==> src/rtl/mips_defs_pkg.sv <==
// Shared MIPS opcode/funct constants and multiply/divide unit types.
// Decode and execute import these so both sides agree on the encoding.
package mips_defs_pkg;

    localparam int unsigned WIDTH_DEF = 32;

    localparam logic [5:0] OP_RTYPE = 6'b000000;
    localparam logic [5:0] OP_BEQ   = 6'b000100;
    localparam logic [5:0] OP_BNE   = 6'b000101;
    localparam logic [5:0] OP_ADDI  = 6'b001000;
    localparam logic [5:0] OP_ADDIU = 6'b001001;
    localparam logic [5:0] OP_SLTI  = 6'b001010;
    localparam logic [5:0] OP_SLTIU = 6'b001011;
    localparam logic [5:0] OP_ANDI  = 6'b001100;
    localparam logic [5:0] OP_ORI   = 6'b001101;
    localparam logic [5:0] OP_XORI  = 6'b001110;
    localparam logic [5:0] OP_LUI   = 6'b001111;
    localparam logic [5:0] OP_LW    = 6'b100011;
    localparam logic [5:0] OP_SW    = 6'b101011;

    localparam logic [5:0] F_SLL   = 6'b000000;
    localparam logic [5:0] F_SRL   = 6'b000010;
    localparam logic [5:0] F_SRA   = 6'b000011;
    localparam logic [5:0] F_MFHI  = 6'b010000;
    localparam logic [5:0] F_MTHI  = 6'b010001;
    localparam logic [5:0] F_MFLO  = 6'b010010;
    localparam logic [5:0] F_MTLO  = 6'b010011;
    localparam logic [5:0] F_MULT  = 6'b011000;
    localparam logic [5:0] F_MULTU = 6'b011001;
    localparam logic [5:0] F_DIV   = 6'b011010;
    localparam logic [5:0] F_DIVU  = 6'b011011;
    localparam logic [5:0] F_ADD   = 6'b100000;
    localparam logic [5:0] F_ADDU  = 6'b100001;
    localparam logic [5:0] F_SUB   = 6'b100010;
    localparam logic [5:0] F_SUBU  = 6'b100011;
    localparam logic [5:0] F_AND   = 6'b100100;
    localparam logic [5:0] F_OR    = 6'b100101;
    localparam logic [5:0] F_XOR   = 6'b100110;
    localparam logic [5:0] F_NOR   = 6'b100111;
    localparam logic [5:0] F_SLT   = 6'b101010;
    localparam logic [5:0] F_SLTU  = 6'b101011;

    typedef enum logic {MdIdle = 1'b0, MdBusy = 1'b1} md_state_e;

    // funct[1:0] of mult/multu/div/divu maps directly onto this encoding
    typedef enum logic [1:0] {MdMult = 2'b00, MdMultu = 2'b01, MdDiv = 2'b10, MdDivu = 2'b11} md_op_e;

    function automatic logic is_hilo_funct(input logic [5:0] funct);
        return (funct inside {F_MFHI, F_MTHI, F_MFLO, F_MTLO, F_MULT, F_MULTU, F_DIV, F_DIVU});
    endfunction

endpackage

==> src/rtl/ex_muldiv.sv <==
// Iterative multiply/divide unit owning HI/LO: one shift-add or restoring
// subtract step per cycle on operand magnitudes, sign fix-up on the last step.
module ex_muldiv
    import mips_defs_pkg::*;
#(
    parameter int unsigned WIDTH = WIDTH_DEF
) (
    input  logic             i_clk,
    input  logic             i_rst,
    input  logic             i_start,
    input  logic [1:0]       i_op,
    input  logic [WIDTH-1:0] i_a,
    input  logic [WIDTH-1:0] i_b,
    input  logic             i_wr_hi,
    input  logic             i_wr_lo,
    input  logic [WIDTH-1:0] i_wdata,
    output logic             o_busy,
    output logic [WIDTH-1:0] o_hi,
    output logic [WIDTH-1:0] o_lo
);

    localparam int unsigned CntW = $clog2(WIDTH) + 1;

    md_state_e              r_state;
    md_state_e              w_state_d;
    logic [CntW-1:0]        r_cnt;
    logic                   r_is_div;
    logic                   r_neg_q;
    logic                   r_neg_r;
    logic [WIDTH-1:0]       r_div;
    logic [2*WIDTH-1:0]     r_acc;
    logic [WIDTH-1:0]       r_hi;
    logic [WIDTH-1:0]       r_lo;

    logic                   w_signed;
    logic                   w_a_neg;
    logic                   w_b_neg;
    logic [WIDTH-1:0]       w_a_mag;
    logic [WIDTH-1:0]       w_b_mag;
    logic                   w_last;
    logic [WIDTH:0]         w_sum;
    logic [WIDTH:0]         w_diff;
    logic [2*WIDTH-1:0]     w_acc_nx;
    logic [2*WIDTH-1:0]     w_prod;
    logic [WIDTH-1:0]       w_quo;
    logic [WIDTH-1:0]       w_rem;
    logic [WIDTH-1:0]       w_hi_fin;
    logic [WIDTH-1:0]       w_lo_fin;

    assign w_signed = ~i_op[0];
    assign w_a_neg  = w_signed & i_a[WIDTH-1];
    assign w_b_neg  = w_signed & i_b[WIDTH-1];
    assign w_a_mag  = w_a_neg ? -i_a : i_a;
    assign w_b_mag  = w_b_neg ? -i_b : i_b;
    assign w_last   = (r_state == MdBusy) && (r_cnt == CntW'(WIDTH - 1));

    // acc holds {partial product, multiplier} or {remainder, dividend/quotient}
    always_comb begin
        w_sum    = {1'b0, r_acc[2*WIDTH-1:WIDTH]} + (r_acc[0] ? {1'b0, r_div} : '0);
        w_diff   = r_acc[2*WIDTH-1:WIDTH-1] - {1'b0, r_div};
        w_acc_nx = {w_sum, r_acc[WIDTH-1:1]};
        if (r_is_div) begin
            if (!w_diff[WIDTH]) begin
                w_acc_nx = {w_diff[WIDTH-1:0], r_acc[WIDTH-2:0], 1'b1};
            end else begin
                w_acc_nx = {r_acc[2*WIDTH-2:0], 1'b0};
            end
        end
    end

    always_comb begin
        w_prod   = r_neg_q ? -w_acc_nx : w_acc_nx;
        w_quo    = w_acc_nx[WIDTH-1:0];
        w_rem    = w_acc_nx[2*WIDTH-1:WIDTH];
        w_hi_fin = w_prod[2*WIDTH-1:WIDTH];
        w_lo_fin = w_prod[WIDTH-1:0];
        if (r_is_div) begin
            w_hi_fin = r_neg_r ? -w_rem : w_rem;
            w_lo_fin = r_neg_q ? -w_quo : w_quo;
        end
    end

    always_comb begin
        w_state_d = r_state;
        unique case (r_state)
            MdIdle:  if (i_start) w_state_d = MdBusy;
            MdBusy:  if (w_last) w_state_d = MdIdle;
            default: w_state_d = MdIdle;
        endcase
    end

    always_ff @(posedge i_clk) begin
        if (i_rst) begin
            r_state  <= MdIdle;
            r_cnt    <= '0;
            r_is_div <= 1'b0;
            r_neg_q  <= 1'b0;
            r_neg_r  <= 1'b0;
            r_div    <= '0;
            r_acc    <= '0;
            r_hi     <= '0;
            r_lo     <= '0;
        end else begin
            r_state <= w_state_d;
            if (r_state == MdIdle) begin
                if (i_start) begin
                    r_cnt    <= '0;
                    r_is_div <= i_op[1];
                    r_neg_q  <= w_a_neg ^ w_b_neg;
                    r_neg_r  <= w_a_neg;
                    r_div    <= w_b_mag;
                    r_acc    <= {{WIDTH{1'b0}}, w_a_mag};
                end
                if (i_wr_hi) r_hi <= i_wdata;
                if (i_wr_lo) r_lo <= i_wdata;
            end else begin
                r_acc <= w_acc_nx;
                r_cnt <= r_cnt + CntW'(1);
                if (w_last) begin
                    r_hi <= w_hi_fin;
                    r_lo <= w_lo_fin;
                end
            end
        end
    end

    assign o_busy = (r_state == MdBusy);
    assign o_hi   = r_hi;
    assign o_lo   = r_lo;

endmodule

==> src/rtl/ex_stage.sv <==
// MIPS execute stage: combinational ALU, shifter and branch compare, plus the
// HI/LO multiply/divide unit and the interlock that stalls HI/LO users.
module ex_stage
    import mips_defs_pkg::*;
#(
    parameter int unsigned WIDTH = WIDTH_DEF
) (
    input  logic             CLK,
    input  logic             RST,
    input  logic [31:0]      Ins,
    input  logic [WIDTH-1:0] Rdata1,
    input  logic [WIDTH-1:0] Rdata2,
    input  logic [WIDTH-1:0] Ed32,
    output logic [WIDTH-1:0] Result,
    output logic             BrTaken,
    output logic             Stall
);

    logic [5:0]       w_op;
    logic [5:0]       w_funct;
    logic [4:0]       w_shamt;
    logic             w_rtype;
    logic             w_muldiv;
    logic             w_busy;
    logic             w_start;
    logic             w_wr_hi;
    logic             w_wr_lo;
    logic [WIDTH-1:0] w_hi;
    logic [WIDTH-1:0] w_lo;
    logic             w_unused;

    assign w_op     = Ins[31:26];
    assign w_funct  = Ins[5:0];
    assign w_shamt  = Ins[10:6];
    assign w_unused = ^Ins[25:11];
    assign w_rtype  = (w_op == OP_RTYPE);
    assign w_muldiv = w_rtype && (w_funct inside {F_MULT, F_MULTU, F_DIV, F_DIVU});

    assign Stall   = w_busy && w_rtype && is_hilo_funct(w_funct);
    assign w_start = w_muldiv && !Stall;
    assign w_wr_hi = w_rtype && (w_funct == F_MTHI) && !Stall;
    assign w_wr_lo = w_rtype && (w_funct == F_MTLO) && !Stall;

    ex_muldiv #(
        .WIDTH (WIDTH)
    ) u_muldiv (
        .i_clk   (CLK),
        .i_rst   (RST),
        .i_start (w_start),
        .i_op    (w_funct[1:0]),
        .i_a     (Rdata1),
        .i_b     (Rdata2),
        .i_wr_hi (w_wr_hi),
        .i_wr_lo (w_wr_lo),
        .i_wdata (Rdata1),
        .o_busy  (w_busy),
        .o_hi    (w_hi),
        .o_lo    (w_lo)
    );

    always_comb begin
        Result = '0;
        if (w_rtype) begin
            case (w_funct)
                F_ADD, F_ADDU: Result = Rdata1 + Rdata2;
                F_SUB, F_SUBU: Result = Rdata1 - Rdata2;
                F_AND:         Result = Rdata1 & Rdata2;
                F_OR:          Result = Rdata1 | Rdata2;
                F_XOR:         Result = Rdata1 ^ Rdata2;
                F_NOR:         Result = ~(Rdata1 | Rdata2);
                F_SLT:         Result = {{(WIDTH-1){1'b0}}, $signed(Rdata1) < $signed(Rdata2)};
                F_SLTU:        Result = {{(WIDTH-1){1'b0}}, Rdata1 < Rdata2};
                F_SLL:         Result = Rdata2 << w_shamt;
                F_SRL:         Result = Rdata2 >> w_shamt;
                F_SRA:         Result = $signed(Rdata2) >>> w_shamt;
                F_MFHI:        Result = w_hi;
                F_MFLO:        Result = w_lo;
                default:       Result = '0;
            endcase
        end else begin
            case (w_op)
                OP_ADDI, OP_ADDIU, OP_LW, OP_SW: Result = Rdata1 + Ed32;
                OP_SLTI:  Result = {{(WIDTH-1){1'b0}}, $signed(Rdata1) < $signed(Ed32)};
                OP_SLTIU: Result = {{(WIDTH-1){1'b0}}, Rdata1 < Ed32};
                OP_ANDI:  Result = Rdata1 & Ed32;
                OP_ORI:   Result = Rdata1 | Ed32;
                OP_XORI:  Result = Rdata1 ^ Ed32;
                OP_LUI:   Result = Ed32 << 16;
                default:  Result = '0;
            endcase
        end
    end

    always_comb begin
        BrTaken = 1'b0;
        if (w_op == OP_BEQ) BrTaken = (Rdata1 == Rdata2);
        if (w_op == OP_BNE) BrTaken = (Rdata1 != Rdata2);
    end

endmodule

==> config.mk <==
export PLATFORM = sky130hd
export DESIGN_NAME = ex_stage
export DESIGN_NICKNAME = d
export VERILOG_FILES = /design/src/rtl/mips_defs_pkg.sv /design/src/rtl/ex_muldiv.sv /design/src/rtl/ex_stage.sv
export SDC_FILE = /design/constraint.sdc
export NUM_CORES = 2
export LEC_CHECK = 0
export ABC_AREA = 1
export BUFFER_PORTS_ARGS = -buffer_cell sky130_fd_sc_hd__buf_2
export CORE_UTILIZATION = 40
export CTS_CLUSTER_SIZE = 25
export DETAILED_ROUTE_END_ITERATION = 12
export PLACE_DENSITY = 0.59
export RECOVER_POWER = 25
export SYNTH_ARGS = -nofsm -noshare
export SYNTH_HDL_FRONTEND = slang
export SYNTH_SLANG_ARGS = --single-unit
==> constraint.sdc <==
create_clock -name CLK -period 6.4 [get_ports CLK]
set_input_delay 1.28 -clock CLK [delete_from_list [all_inputs] [get_ports CLK]]
set_output_delay 1.28 -clock CLK [all_outputs]
set_load 0.02 [all_outputs]
==> flow_summary_export.csv <==
group,metric,value,unit
setup_path,reg2reg_to,"u_muldiv.o_hi[18]",
setup_path,crit_family,"compound AO/OA/AOI/OAI gates",
setup_path,worstPathMaxFanout,4,
drt,drtAntennaViolNets,0,
drt,routedWlPerCell,25.2,um
setup_path,required,5120,ps
timing,maxSlewHeadroom,-79.4,%
die,core_area,71500,sq um
drt,drt-pass1-iter-count,8,
clocking,numCtsBuffers,17,
power_and_ir_drop,switching_share,42.1,%
timing,fin_crit_sh,96.8,%
clocking,cts_max_level,4,
timing,fmax,0.161,GHz
grt,grt_pass1_vias,33600,
setup_path,arrival,4910,ps
die,die_w,271,um
power_and_ir_drop,sequentialPowerShare,29.7,%
grt,grt_pass1_wl,227000,um
drt,drtIter0Drc,4968,
placement,io_buffers,148,
power_and_ir_drop,p_int,0.00206,W
finish,layout_commonest_cell,"nand2_1",
setup_path,reg2reg_slack,840,ps
setup_path,reg2reg_depth,28,
drt,postRouteWirelength,159000,um
placement,place_ws,268,ps
status,outcome,"complete, but fails checks",
timing,finalWorstSetupSlack,206,ps
yosys,ys_types,74,
setup_path,endpoint,"Result[9]",
yosys,synth_seq_cells,170,
die,dieArea,73400,sq um
job,maxCapViolations,4,
min_path,holdCritPathClass,"reg2reg",
power_and_ir_drop,vdd_drop_max,0.157,mV
power_and_ir_drop,comb_power_share,37.6,%
die,ios,164,
finish,drive_gt1_share,8.74,%
power_and_ir_drop,pwr_density_cell,112,nW/um^2
finish,final_nets,5739,
yosys,ys_warn_count,0,
drt,drc,0,
finish,layout_common_cells,"nand2_1 (1301), inv_1 (731), nor2_1 (561), a21oi_1 (471), o21ai_0 (444)",
grt,antenna_found_initial,6,
setup_path,path_depth,19,
power_and_ir_drop,p_leak,16.1,nW
timing,period_needed,6190,ps
die,rows,98,
yosys,dominantRegCellSynth,"dfxtp_1",
clocking,clk_latency,490,ps
setup_path,reg2reg_from,"u_muldiv.r_acc[32]",
grt,grt_start_max_net_pins,83,
timing,rsz0062_at_grt,"no",
clocking,root_buffer,"clkbuf_16",
power_and_ir_drop,switching_power,0.00150,W
yosys,syn_nets,5626,
finish,stdcell_count,6308,
timing,finalSetupTns,0,ps
grt,grt_overflow,0,
drt,vias,37300,
yosys,synth_edf_count,0,
setup_path,crit_top_cell,"nand3_1",
setup_path,end_kind,"primary output",
drt,avgViaCountPerCell,5.91,
placement,dp_hpwl,130000,um
status,violations,"capacitance limit, slew limit",
timing,fin_skew,18.9,ps
power_and_ir_drop,p_clk_share,32.7,%
clocking,cts_tree,"done",
yosys,synth_cells,5230,
setup_path,path_cells,"buf_2, inv_1, ha_1, o21bai_1, a21oi_1, nor2_1, nor2_1, o21bai_1, nand2_1, nand3_1, o21ai_0, inv_1, a21oi_1, or2_2, nand3_1, o211ai_1, o21ai_0, nand3_1, buf_2",
yosys,ys_seq_area_share,11.8,%
setup_path,crit_buf_inv,4,
yosys,avgSynthCellArea,5.53,sq um
placement,dp_cells,6274,
setup_path,crit_type,"in2out",
timing,hold_viol_final,0,
timing,setup_viol,0,
timing,tightest_slew,2690,ps
yosys,async_reset_ff_share,0,%
yosys,syn_area,28900,sq um
setup_path,slowest_delay,380,ps
setup_path,crit_start,"Rdata1[1]",
setup_path,crit_slowest_cell,"o21ai_0",
placement,gp_congestion,1.08,
clocking,clockBufferDepth,2,
die,die_h,271,um
clocking,clock-sinks,170,
grt,track_usage,41.9,%
die,start_util,40.4,%
timing,slew_viol_final,182,
clocking,clk_pin_slew,70,ps
finish,area_growth,10.2,%
setup_path,cp-start-kind,"input port",
## cells by family (layout without fill, tap and decap cells)
logic type,Yosys count,after routing,synth area share [%]
AOI/OAI and AO/OA,1279,1279,25.5
xor gates and xnor gates,55,55,1.67
DFF,170,170,11.8
other,0,2,0
adders and majority gates,266,266,11.6
buffers and inverters,986,1112,13.1
and+or+nand+nor,2463,2463,36.0
muxes,11,11,0.381
## metal layers
metal	vias to the layer above	share of wire (%)	GRT usage (%)
met3	328	10	6.99
met4	6	6.1	23.1
li1	17500	-	-
met5	-	0.024	0
met2	1977	41	61.8
met1	17500	42	57.4
## worst register-to-register path, delay by kind of cell, from the launching register on
family | cells | cell delay (ps)
AO/OA/AOI/OAI | 2 | 560
AND/OR/NAND/NOR | 19 | 3160
adder cells (fa/ha/maj) | 2 | 680
flip-flops | 1 | 510
buffers and inverters | 5 | 610
## synth_stat cells, drive strengths merged (24+ instances only)
cell | number | area [sq um]
nand2 | 1324 | 5080
clkbuf | 177 | 664
o21ai | 455 | 2280
nor4 | 29 | 196
a211oi | 24 | 180
o2111ai | 27 | 236
o211ai | 51 | 388
ha | 261 | 3270
a21oi | 473 | 2380
nand3 | 347 | 1780
o22ai | 35 | 219
or2 | 38 | 238
a31oi | 50 | 313
a221oi | 41 | 359
nand4 | 45 | 282
xor2 | 47 | 412
inv | 748 | 2810
buf | 48 | 253
nor3 | 65 | 347
dfxtp | 170 | 3400
nor2 | 586 | 2260
## power groups by stage
stage / clock network [W] / registers, W / logic [W]
final: 0.00116 / 0.00106 / 0.00134
after global placement: 0 / 0.00108 / 0.00129
after CTS: 0.00118 / 0.00106 / 0.00129
after global routing: 0.00122 / 0.00106 / 0.00142
after detailed placement: 0 / 0.00108 / 0.00128
after floorplan: 0 / 0.00108 / 0.000738
## worst min-delay path by stage
stage,from,to,slack (ps),cells past startpoint
finish,u_muldiv.r_acc[31],u_muldiv.r_acc[31],470,2
global route,u_muldiv.o_lo[29],u_muldiv.o_lo[29],480,2
detailed placement,u_muldiv.o_lo[29],u_muldiv.o_lo[29],460,2
floorplan,u_muldiv.r_acc[19],u_muldiv.r_acc[19],450,2
CTS,u_muldiv.o_lo[29],u_muldiv.o_lo[29],470,2
global placement,u_muldiv.r_acc[31],u_muldiv.r_acc[31],450,2
## timing repair
action,in CTS,in global routing
endpoints found under the setup margin,0,5
resized for setup,0,4
setup buffers,0,0
hold buffers,0,0
## registers in the layout, indices dropped and copies added, names as in the netlist
| name | cells |
|---|---|
| u_muldiv.r_acc | 64 |
| u_muldiv.o_hi | 32 |
| u_muldiv.o_lo | 32 |
| u_muldiv.r_div | 32 |
| u_muldiv.r_cnt | 6 |
| u_muldiv.o_busy | 1 |
| u_muldiv.r_is_div | 1 |
| u_muldiv.r_neg_q | 1 |
| u_muldiv.r_neg_r | 1 |
## through the flow
stage / hold slack (ps) / utilization [%] / cell area (sq um) / power, W
after floorplan: 445 / - / 28900 / 0.00182
after global placement: 452 / 43.7 / 31300 / 0.00237
after detailed placement: 458 / 43.7 / 31300 / 0.00236
after CTS: 468 / 44.6 / 31900 / 0.00352
after global routing: 476 / 44.6 / 31900 / 0.00370
final: 466 / 44.6 / 31900 / 0.00356
## cell type report
class                   instances  area [sq um]
diodes                          2          5.00
clock buffers                  20           468
clock inverters                12           168
fillers                      8063         39600
inverters                     761          2860
multi-input cells            4074         21700
flip-flops and latches        170          3410
well taps                     950          1190
repair buffers                319          2040
Power figures use the tool's default switching activity.
